`config.mk`:
```
export PLATFORM = sky130hd
export DESIGN_NAME = serial_subtractor
export DESIGN_NICKNAME = d
export VERILOG_FILES = /design/src/rtl/serial_subtractor_pkg.sv /design/src/rtl/full_subtractor.sv /design/src/rtl/serial_subtractor.sv
export SDC_FILE = /design/constraint.sdc
export NUM_CORES = 1
export LEC_CHECK = 0
export CORE_UTILIZATION = 50
export CTS_BUF_LIST = sky130_fd_sc_hd__clkbuf_4 sky130_fd_sc_hd__clkbuf_8
export CTS_CLUSTER_SIZE = 12
export DETAILED_ROUTE_END_ITERATION = 16
export GPL_TIMING_DRIVEN = 0
export PLACE_DENSITY = 0.77
export REMOVE_ABC_BUFFERS = 1
export SLEW_MARGIN = 15
export SYNTH_ARGS = -nofsm -noshare
export SYNTH_HDL_FRONTEND = slang
export SYNTH_SLANG_ARGS = --single-unit
```
`constraint.sdc`:
```
create_clock -name clk -period 2.3 [get_ports clk]
set_clock_uncertainty 0.15 [all_clocks]
set_input_delay 0.46 -clock clk [delete_from_list [all_inputs] [get_ports clk]]
set_output_delay 0.46 -clock clk [all_outputs]
set_load 0.02 [all_outputs]
```
`src/rtl/serial_subtractor_pkg.sv`:
```
// serial_subtractor_pkg: shared state encoding for the bit-serial subtractor
package serial_subtractor_pkg;
  typedef enum logic [1:0] {
    ST_IDLE  = 2'd0,
    ST_SHIFT = 2'd1,
    ST_DONE  = 2'd2
  } state_t;
endpackage

```
`src/rtl/full_subtractor.sv`:
```
// full_subtractor: one-bit a - b - bin built from two half-subtractor stages
module full_subtractor (
  output logic diff,
  output logic bout,
  input  logic a,
  input  logic b,
  input  logic bin
);
  logic d1, b1, b2;
  assign d1   = a ^ b;
  assign b1   = ~a & b;
  assign diff = d1 ^ bin;
  assign b2   = ~d1 & bin;
  assign bout = b1 | b2;
endmodule

```
`src/rtl/serial_subtractor.sv`:
```
// serial_subtractor: LSB-first WIDTH-bit subtractor, one bit per clock through a single cell
module serial_subtractor
  import serial_subtractor_pkg::*;
#(
  parameter int WIDTH = 4
) (
  input  logic             clk,
  input  logic             reset,
  input  logic             start,
  input  logic [WIDTH-1:0] operand_A,
  input  logic [WIDTH-1:0] operand_B,
  output logic [WIDTH-1:0] difference,
  output logic             borrow,
  output logic             busy,
  output logic             done
);
  localparam int CW = $clog2(WIDTH) + 1;
  state_t state, state_nx;
  logic [WIDTH-1:0] sh_a, sh_b, sh_d;
  logic [CW-1:0] cnt;
  logic bff, d, bout, load, last;
  full_subtractor u_fs (
    .diff(d),
    .bout(bout),
    .a   (sh_a[0]),
    .b   (sh_b[0]),
    .bin (bff)
  );
  assign load = start && state != ST_SHIFT;
  assign last = state == ST_SHIFT && cnt == CW'(WIDTH - 1);
  always_comb begin
    state_nx = ST_IDLE;
    busy     = 1'b0;
    done     = 1'b0;
    state_nx = load ? ST_SHIFT : state == ST_SHIFT ? (last ? ST_DONE : ST_SHIFT) : ST_IDLE;
    busy     = state == ST_SHIFT;
    done     = state == ST_DONE;
  end
  always_ff @(posedge clk or posedge reset) begin
    if (reset) state <= ST_IDLE;
    else state <= state_nx;
  end
  // results are only written on the edge that consumes the last bit
  always_ff @(posedge clk or posedge reset) begin
    if (reset) begin
      sh_a       <= '0;
      sh_b       <= '0;
      sh_d       <= '0;
      bff        <= 1'b0;
      cnt        <= '0;
      difference <= '0;
      borrow     <= 1'b0;
    end else if (load) begin
      sh_a <= operand_A;
      sh_b <= operand_B;
      bff  <= 1'b0;
      cnt  <= '0;
    end else if (state == ST_SHIFT) begin
      sh_a <= sh_a >> 1;
      sh_b <= sh_b >> 1;
      sh_d <= {d, sh_d[WIDTH-1:1]};
      bff  <= bout;
      cnt  <= cnt + 1'b1;
      if (last) begin
        difference <= {d, sh_d[WIDTH-1:1]};
        borrow     <= bout;
      end
    end
  end
endmodule

```
==> metrics.md, run 1 <==
| Metric | Value |
|---|---|
| Global-route wire length before repair | `2500 um` |
| Via count | `633` |
| Worst Path Max Fanout | `3` |
| Pre-CTS setup slack | `218 ps` |
| Max VDD drop | `0.686 mV` |
| Setup ws final | `148 ps` |
| Ratio of cells with drive above 1 in the final layout | `10.9%` |
| Site Rows | `15` |
| CP max stage delay | `590 ps` |
| Post_cts resized | `2` |
| HP Class | `register to register` |
| Routed WL | `1430 um` |
| Syn Area/Cell | `11.4 um2` |
| DRT iter0 DRCs | `4` |
| IO Count | `18` |
| Avg WL per Cell | `11.4 um` |
| Core ar. | `0.00176 mm2` |
| Pre-antenna DRT Iters | `2` |
| Antenna viol nets, final | `0` |
| Post-synthesis sequential area ratio | `57.3%` |
| Yosys warns | `0` |
| CTS buffer count | `3` |
| Die ar. | `0.00210 mm2` |
| Drt drc | `0` |
| Layout area overhead | `20.7%` |
| Worst Path Arrival | `1540 ps` |
| Synth Register Bits | `22` |
| Final Setup Violations | `0` |
| GRT overflow | `0` |
| # nets final | `117` |
| Dpl cells | `123` |
| Drt via density | `5.02` |
| IO buf count | `17` |
| CP Capture Type | `output pin` |
| Final Non-Filler Cells | `126` |
| CTS tree | `built` |
| Cells after Synth | `84` |
| H-tree depth | `1` |
| Slew @ Worst Pin | `803 ps` |
| Initial core utilization | `54.5%` |
| Util after Layout | `65.7%` |
| Leak | `0.559 nW` |
| Critical path launch point type | `register` |
| Horiz. Die Dim | `45.8 um` |
| Die Height | `45.8 um` |
| Clock Sinks | `22` |
| Slowest CP cell | `clkdlybuf4s50_1` |
| Fill count | `159` |
| Skew-Pair Late Insertion Delay | `300 ps` |
| Setup CP Type | `register to output pin` |
| Largest net degree at the start of global routing | `24` |
| Slew Limit Fails | `0` |
| Max_slew headroom | `46.4%` |
| Initial antenna violation count | `0` |
| Final worst path period share | `93.6%` |
| Register clock-pin slew on the reported worst setup and hold paths | `110 ps` |
| Synth cell types | `17` |
| Final Hold Viols | `0` |
| Fmax | `465 MHz` |
| Diode count | `0` |
| RD Place Congestion | `0.692` |
| DP HPWL | `1030 um` |
| Post-CTS Setup Inserts | `0` |
| Commonest non-fill, non-tap cell in the layout | `dfrtp_1` |
| Post-Route Setup TNS | `0 ps` |
| Pwr dens | `1210 mW/mm2` |
| Root buffer cell | `clkbuf_4` |
| Post-Syn Area | `961 um2` |
| Period minus WS final | `2150 ps` |
| Post-cts hold buffer count | `0` |
| Critical path required time | `1690 ps` |
| Vias in the first global route | `583` |
| Status | `complete, no violations` |
| Max-cap violations | `0` |
| Clock tree buffer depth | `2` |
| Most frequent cells in the layout | `22 x dfrtp_1, 18 x nand2_1, 16 x clkdlybuf4s50_1` |
| RSZ-0062 raised after global routing | `false` |
| Critical Path, Cell by Cell | `and2b_1 > clkdlybuf4s50_1` |
| Total GRT Usage | `17.2%` |
[where the power goes]
| part | switching [W] | internal, W |
|---|---|---|
| sequential | 0.0000897 | 0.000551 |
| combinational | 0.000323 | 0.000273 |
| clock | 0.000109 | 0.0000611 |
| total | 0.000522 | 0.000885 |
[through the flow]
step                      power [W]  hold WS [ps]  area (um2)
final                       0.00141           344        1160
after global routing        0.00152           373        1160
after CTS                   0.00142           350        1160
after detailed placement    0.00126           326        1140
after global placement      0.00122           307        1140
after floorplan             0.00103           292         935
[logic make-up after synthesis]
| logic type | after synthesis | share of synthesized area [%] |
|---|---|---|
| compound gates | 9 | 4.69 |
| fa+ha+maj | 3 | 4.69 |
| buf+inv | 9 | 5.08 |
| flops | 22 | 57.3 |
| mux | 13 | 14.2 |
| simple gates | 28 | 14.1 |
[cell usage after synthesis (all sizes together)]
master / count / area, um2
dfrtp: 22 / 551
nand2: 18 / 67.6
o21ai: 9 / 45.0
mux2i: 8 / 80.1
inv: 6 / 22.5
mux2: 5 / 56.3
nor2: 4 / 15.0
buf: 3 / 26.3
ha: 2 / 25.0
nand3b: 2 / 18.8
or3: 2 / 12.5
and2b: 1 / 7.51
fa: 1 / 20.0
nand2b: 1 / 13.8
[critical path, delay by kind of cell (launching register included)]
family / cells / cell delay [ps]
and+or+nand+nor: 1 / 200
DFF: 1 / 450
buffers and inverters: 1 / 590
[per-layer routing]
metal / up-vias / wire length (um) / GRT usage (%)
met5: - / 0 / 0
met4: 0 / 21 / 8.82
met3: 4 / 60 / 3.57
met2: 19 / 688 / 25.6
met1: 303 / 664 / 23.5
li1: 307 / - / -
[final timing paths]
kind                                startpoint                   endpoint  slack, ps  depth (start not counted)
setup / recovery            state[0]$_DFF_PP0_                       done        150                          2
hold / removal             sh_b[3]$_DFFE_PP0P_        sh_b[2]$_DFFE_PP0P_        340                          2
setup reg to reg            cnt[0]$_DFFE_PP0P_  difference[3]$_DFFE_PP0P_        720                          4
hold reg to reg            sh_b[3]$_DFFE_PP0P_        sh_b[2]$_DFFE_PP0P_        340                          2
max in group asynchronous                reset        sh_d[2]$_DFFE_PP0P_       1060                          2
min in group asynchronous                reset         cnt[2]$_DFFE_PP0P_        440                          2
[final cells by class]
type                            count  area, um2  area share [%]
Clock buffer                        3       22.5            1.94
Tap cell                           25       31.3            2.70
Timing Repair Buffer               17        169            14.6
Multi-Input combinational cell     53        362            31.2
Inverter                            6       25.0            2.16
Sequential cell                    22        551            47.5
[sequential cells by signal (all words and copies together) (netlist names)]
name        count
difference      4
sh_b            4
cnt             3
sh_d            3
bff             1
sh_a            4
borrow          1
state           2
Note: power is estimated with default switching activity, not from simulation.
==> run 2, diff against run 1 <==
ABC_AREA = 0   (was default)
CORE_MARGIN = 5   (was default)
==> metrics.md, run 2 (synthesis results as in run 1) <==
| Metric | Value |
|---|---|
| Critical path launch point type | `register` |
| Final Hold Viols | `0` |
| Diode count | `0` |
| Post-CTS Setup Inserts | `0` |
| Period minus WS final | `2130 ps` |
| GRT overflow | `0` |
| Die Height | `53.8 um` |
| HP Start | `sh_a[3]$_DFFE_PP0P_` |
| Horiz. Die Dim | `53.8 um` |
| Worst Hold Endpoint | `sh_a[2]$_DFFE_PP0P_` |
| Sw Pwr | `0.000496 W` |
| Initial core utilization | `53.9%` |
| Post_cts resized | `2` |
| Root buffer cell | `clkbuf_4` |
| Reg2reg start | `cnt[0]$_DFFE_PP0P_` |
| Via count | `622` |
| Worst Path Max Fanout | `3` |
| Max-cap violations | `0` |
| Post-cts hold buffer count | `0` |
| DRT iter0 DRCs | `5` |
| H-tree depth | `1` |
| Most frequent cells in the layout | `22 x dfrtp_1, 18 x nand2_1, 16 x clkdlybuf4s50_1` |
| CTS buffer count | `3` |
| Commonest non-fill, non-tap cell in the layout | `dfrtp_1` |
| IO Count | `18` |
| Drt via density | `4.94` |
| Post-Route Setup TNS | `0 ps` |
| Util after Layout | `65.1%` |
| Ratio of cells with drive above 1 in the final layout | `10.9%` |
| Global-route wire length before repair | `2550 um` |
| Worst Path Arrival | `1520 ps` |
| Setup CP Type | `register to output pin` |
| # nets final | `117` |
| Reg2reg path depth | `4` |
| Initial antenna violation count | `0` |
| Switching Share | `36.0%` |
| Routed WL | `1440 um` |
| Logic pwr share | `42.1%` |
| Slew @ Worst Pin | `803 ps` |
| Vias in the first global route | `617` |
| Site Rows | `15` |
| Clock power frac | `11.6%` |
| Pre-antenna DRT Iters | `2` |
| Skew-Pair Late Insertion Delay | `290 ps` |
| Final worst path period share | `92.5%` |
| Pwr dens | `1190 mW/mm2` |
| Hold path depth | `2` |
| DP HPWL | `1100 um` |
| Largest net degree at the start of global routing | `24` |
| Total GRT Usage | `12.7%` |
| Critical path required time | `1690 ps` |
| Slew Limit Fails | `0` |
| R2R setup slack | `740 ps` |
| Avg WL per Cell | `11.4 um` |
| CP max stage delay | `590 ps` |
| Sequential power share | `46.3%` |
| Max VDD drop | `0.625 mV` |
| Slowest CP cell | `clkdlybuf4s50_1` |
| Layout area overhead | `20.7%` |
| RD Place Congestion | `0.724` |
| CP Capture Type | `output pin` |
| Final Setup Violations | `0` |
| Drt drc | `0` |
| HP Class | `register to register` |
| Clock Sinks | `22` |
| Register clock-pin slew on the reported worst setup and hold paths | `110 ps` |
| Max_slew headroom | `46.4%` |
| Leak | `0.559 nW` |
| Critical Path, Cell by Cell | `and2b_1 > clkdlybuf4s50_1` |
| Critical R2R Capture | `difference[1]$_DFFE_PP0P_` |
| Core ar. | `0.00178 mm2` |
| Antenna viol nets, final | `0` |
| Status | `complete, no violations` |
| Die ar. | `0.00290 mm2` |
| Cell Int Power | `0.000882 W` |
| CTS tree | `built` |
| Fmax | `470 MHz` |
| Clock tree buffer depth | `2` |
| Largest regs | `difference (4), sh_a (4), sh_b (4)` |
| RSZ-0062 raised after global routing | `false` |
| IO buf count | `17` |
[run 2: cell counts in the layout (fill, tap and decap cells not counted)]
No cell type changed its count.
[run 2: metrics by stage]
step	cells	hold WS [ps]	instance area (um2)	setup WS [ps]	total power [W]
after CTS	126	342	1160	147	0.00141
after detailed placement	123	317	1140	210	0.00125
final	126	335	1160	172	0.00138
after global placement	123	306	1140	215	0.00122
after floorplan	81	292	935	822	0.00103
after global routing	126	379	1160	105	0.00152
[run 2: per-layer routing]
layer / vias to the layer above / GRT usage (%) / part of all wire (%)
li1: 312 / - / -
met1: 293 / 14.6 / 45
met2: 15 / 22.4 / 49
met3: 2 / 3.05 / 5.3
met4: 0 / 5.11 / 0.56
met5: - / 0 / 0
[run 2: worst max-delay path by stage]
stage,cells past startpoint,endpoint,start,slack (ps)
finish,2,done,state[0]$_DFF_PP0_,170
global route,2,done,state[0]$_DFF_PP0_,110
CTS,2,done,state[0]$_DFF_PP0_,150
detailed placement,3,busy,state[1]$_DFF_PP0_,210
global placement,3,busy,state[1]$_DFF_PP0_,210
floorplan,4,difference[0]$_DFFE_PP0P_,cnt[0]$_DFFE_PP0P_,820
[run 2: power groups by stage]
stage / sequential, W / combinational, W / clock, W
after floorplan: 0.000678 / 0.000354 / 0
after global placement: 0.000639 / 0.000581 / 0
after detailed placement: 0.000649 / 0.000597 / 0
after CTS: 0.000640 / 0.000597 / 0.000171
after global routing: 0.000658 / 0.000673 / 0.000184
final: 0.000638 / 0.000580 / 0.000159
[run 2: final cells by class]
class,instances,area [um2]
Inverter,6,25.0
Fill cell,149,623
Timing Repair Buffer,17,169
Tap cell,25,31.3
Multi-Input combinational cell,53,362
Sequential cell,22,551
Clock buffer,3,22.5
[run 2: critical path: cells and delay by family, from the launching register on]
kind	cells	cell delay [ps]
buffers and inverters	1	590
DFF	1	440
and+or+nand+nor	1	200
==> run 3, diff against run 2 <==
TNS_END_PERCENT = 100   (was default)
==> results of run 3 <==
Final layout, timing and power as in run 2 (identical DEF).
==> RTL change 1, RTL diff (config.mk and constraints of run 1) <==
Reset style: synchronous (`reset`), changed in 2 clocked blocks.
--- a/src/rtl/serial_subtractor.sv
+++ b/src/rtl/serial_subtractor.sv
@@ -36,12 +36,12 @@
     busy     = state == ST_SHIFT;
     done     = state == ST_DONE;
   end
-  always_ff @(posedge clk or posedge reset) begin
+  always_ff @(posedge clk) begin
     if (reset) state <= ST_IDLE;
     else state <= state_nx;
   end
   // results are only written on the edge that consumes the last bit
-  always_ff @(posedge clk or posedge reset) begin
+  always_ff @(posedge clk) begin
     if (reset) begin
       sh_a       <= '0;
       sh_b       <= '0;
Check against the original RTL: differs if reset is asserted again (counterexample within 4 cycles, from zero or initial values and one cycle with reset high); with reset held inactive, the same outputs for 10 cycles.
==> RTL change 1 against run 1 <==
- register-to-register slack better by 0.10 ns
- routed wire length is 9.6% higher
- setup slack better by 0.12 ns
- via count is 15% higher
- final area is 1.8% lower
- area after synthesis is 4.4% lower
- sequential cell count stayed put
- hold slack worse by 0.032 ns
- highest routed layer unchanged
Power is not compared: it rests on default switching activity, and its combinational part moved more than twofold at a synthesized area within 25%.
==> RTL change 1: results (changes against run 1) <==
placed_design:
  finalWeightedCongestion: 0.701  # was 0.692
  dpl.hpwl_um: 1080  # was 1030 um
  post-place-ws_ns: -0.0574  # was 0.218 ns
  placedInstanceArea_sq_mm: 0.00108  # was 0.00114 sq mm
  dpl.cell_count: 135  # was 123
hold_path:
  end_point_of_the_most_critical_hold_path: "difference[0]"  # was sh_b[2]
  hp-start: "difference[0]"  # was sh_b[3]
routing:
  wl_per_cell_um: 11.3  # was 11.4 um
  route.met3.wl_um: 72  # was 60 um
  route.vias.total: 725  # was 633
  wirelength_met1_um: 701  # was 664 um
  drt_iter0_drc: 3  # was 4
  routed_wl_met2_um: 732  # was 688 um
critical_path:
  regToRegSetupSlack_ns: 0.82  # was 0.72 ns
  capturing_point_of_the_worst_reg2reg_path: "difference[3]"  # unchanged
  worst_r2r_path_depth: 5  # was 4
  cp_max_fo: 19  # was 3
  crit_start: "state[0]"  # unchanged
  worst_path_max_delay_cell: "dfxtp_1"  # was clkdlybuf4s50_1
  worst_setup_path_endpoint: "busy"  # was done
  r2r_start: "cnt[0]"  # unchanged
  critical_path_max_stage_delay_ns: 0.41  # was 0.59 ns
  crit_arrival_ns: 1.42  # was 1.54 ns
global_route:
  global_route.usage.met3_pct: 4.00  # was 3.57%
  grt_start_max_net_pins: 23  # was 24
  number_of_global_route_vias_before_repair: 666  # was 583
  global_route_wire_length_before_repair_um: 2730  # was 2500 um
  use_met1_pct: 21.5  # was 23.5%
  grtUsageTotal_pct: 19.2  # was 17.2%
  met2_usage_pct: 32.6  # was 25.6%
final_layout:
  fill_cells: 163  # was 159
  drive_gt1_share_pct: 5.26  # was 10.9%
  design.final.nets: 129  # was 117
  multiInputGateArea_sq_um: 425  # was 362 sq um
power:
  power.leakage_nw: 0.422
sta:
  finalCriticalPeriod_ns: 2.03  # was 2.15 ns
  timing_worst_slew_pin_value_ns: 0.774  # was 0.803 ns
  holdWs_ns: 0.313  # was 0.344 ns
  slew_viol_final: 0  # unchanged
cts:
  post_cts_resized: 4  # was 2
  cts_setup_buffers: 0  # unchanged
synthesis:
  ys_top_cells_by_area: "dfxtp_1, mux2i_1, a21oi_1"  # was dfrtp_1, mux2i_1, nand2_1
  yosysSeqAreaShare_pct: 48.0  # was 57.3%
  post_synth_most_frequent_cells: "dfxtp_1, a21oi_1, nand2_1"  # was dfrtp_1, nand2_1, o21ai_0
  synth_async_sr_flop_share_pct: 0  # was 100%
outcome:
  status: "finished, final reports clean"  # unchanged
[RTL change 1: power by group through the flow]
| stage | registers (mW) | clock network, mW | logic, mW |
|---|---|---|---|
| 2_1_floorplan | 0.416 | 0 | 0.0500 |
| 3_3_place_gp | 0.417 | 0 | 0.0866 |
| 3_5_place_dp | 0.418 | 0 | 0.0885 |
| 4_1_cts | 0.411 | 0.303 | 0.0897 |
| 5_1_grt | 0.413 | 0.314 | 0.100 |
| 6_report | 0.410 | 0.294 | 0.0892 |
[RTL change 1: kinds of logic after synthesis]
group	after synthesis	share of synthesized area, %
mux	8	8.72
buf+inv	11	6.54
flops	22	48.0
fa+ha+maj	3	4.90
compound gates	20	12.9
simple gates	36	18.9
[RTL change 1: layout make-up]
| class | count | area share (%) |
|---|---|---|
| clock buffers | 3 | 1.98 |
| clock inverters | 1 | 2.64 |
| inverters | 4 | 1.76 |
| multi-input cells | 67 | 37.4 |
| flip-flops and latches | 22 | 38.7 |
| well taps | 25 | 2.75 |
| repair buffers | 17 | 14.8 |
==> RTL change 2, RTL diff (flow settings as in run 1) <==
Without the edit above. Change the parameter `WIDTH` from 4 to 8.
--- a/src/rtl/serial_subtractor.sv
+++ b/src/rtl/serial_subtractor.sv
@@ -2,7 +2,7 @@
 module serial_subtractor
   import serial_subtractor_pkg::*;
 #(
-  parameter int WIDTH = 4
+  parameter int WIDTH = 8
 ) (
   input  logic             clk,
   input  logic             reset,
Interface: changed (resized difference, operand_A and operand_B); port bits go from 18 to 30. No check against the original RTL was run, so the function may have changed too.
==> RTL change 2 against run 1 <==
- sequential cell count grew 17
- routed wire length increased by 89%
- final cell count is 78% higher
- fmax decreased by 0.97%
- setup slack worse by 0.021 ns
- area after synthesis rose by 75%
- final area is 78% higher
- total power increased by 81%
- largest cell class unchanged
==> RTL change 2: results (changes against run 1) <==
outcome:
  status: "finished, final reports clean"  # unchanged
synthesis:
  post_synth_most_frequent_cells: "dfrtp_1, nand2_1, mux2i_1"  # was dfrtp_1, nand2_1, o21ai_0
  ys_top_cells_by_area: "dfrtp_1, mux2i_1, nand2_1"  # unchanged
  syn_inst: 150  # was 84
  synth.lib_cells_used.distinct: 21  # was 17
placed_design:
  finalWeightedCongestion: 0.740  # was 0.692
  port_buffer_count: 29  # was 17
power:
  vdd_drop_max_mv: 0.692  # was 0.686 mV
  sequentialPower_mw: 1.16  # was 0.640 mW
  power.density_cell_area_mw_per_mm2: 1240  # was 1210 mW/mm^2
  netSwitchingPower_mw: 0.992  # was 0.522 mW
  power.leakage_nw: 0.970  # was 0.559 nW
final_layout:
  fraction_of_area_in_multi_input_gates_pct: 31.1  # was 31.2%
  top_regs: "difference (8), sh_a (8), sh_b (8)"  # was difference (4), sh_a (4), sh_b (4)
  area_share_clock_buf_inv_pct: 2.55  # was 1.94%
  layout.clock_buffers: 5  # was 3
  signal_inverters: 5  # was 6
cts:
  cts.htree.levels: 2  # was 1
  clk-insertion-delay-late_ns: 0.34  # was 0.30 ns
sta:
  timing_worst_slew_pin_value_ns: 1.05  # was 0.803 ns
routing:
  route.detailed.vias_per_inst: 5.04  # was 5.02
  drt-pass1-iter-count: 4  # was 2
  wl_per_cell_um: 12.1  # was 11.4 um
critical_path:
  crit_arrival_ns: 1.56  # was 1.54 ns
  worst_path_max_delay_cell: "dfrtp_1"  # was clkdlybuf4s50_1
  critical_path_max_stage_delay_ns: 0.39  # was 0.59 ns
global_route:
  grtUsageTotal_pct: 18.2  # was 17.2%
  global_route_wire_length_before_repair_um: 4720  # was 2500 um
floorplanning:
  core.rowCount: 20  # was 15
RTL change 2: path summary, 6_finish.rpt:
kind                                 end  cells after the start  startpoint  slack (ns)
hold / removal                    cnt[1]                      2       reset        0.21
setup reg to reg           difference[6]                      4      cnt[0]        0.49
setup / recovery                    busy                      3    state[1]        0.13
max in group asynchronous        sh_b[1]                      3       reset        1.38
hold reg to reg                  sh_d[1]                      2     sh_d[1]        0.34
min in group clk                 sh_d[1]                      2     sh_d[1]        0.34
RTL change 2: cells by family (layout without fill, tap and decap cells):
family | Yosys count | count (layout) | synth area share, %
DFF | 39 | 39 | 58.0
buffers and inverters | 13 | 43 | 3.79
adders and majority gates | 2 | 2 | 1.93
muxes | 28 | 28 | 17.3
AOI/OAI and AO/OA | 18 | 18 | 5.66
and+or+nand+nor | 50 | 50 | 13.2
RTL change 2: metal layers:
layer	GRT usage [%]	up-vias	share of wire [%]
met5	0	-	0
met4	5.98	0	1.4
met3	7.36	6	5.6
met2	30.5	33	50
met1	21.2	532	43
li1	-	559	-
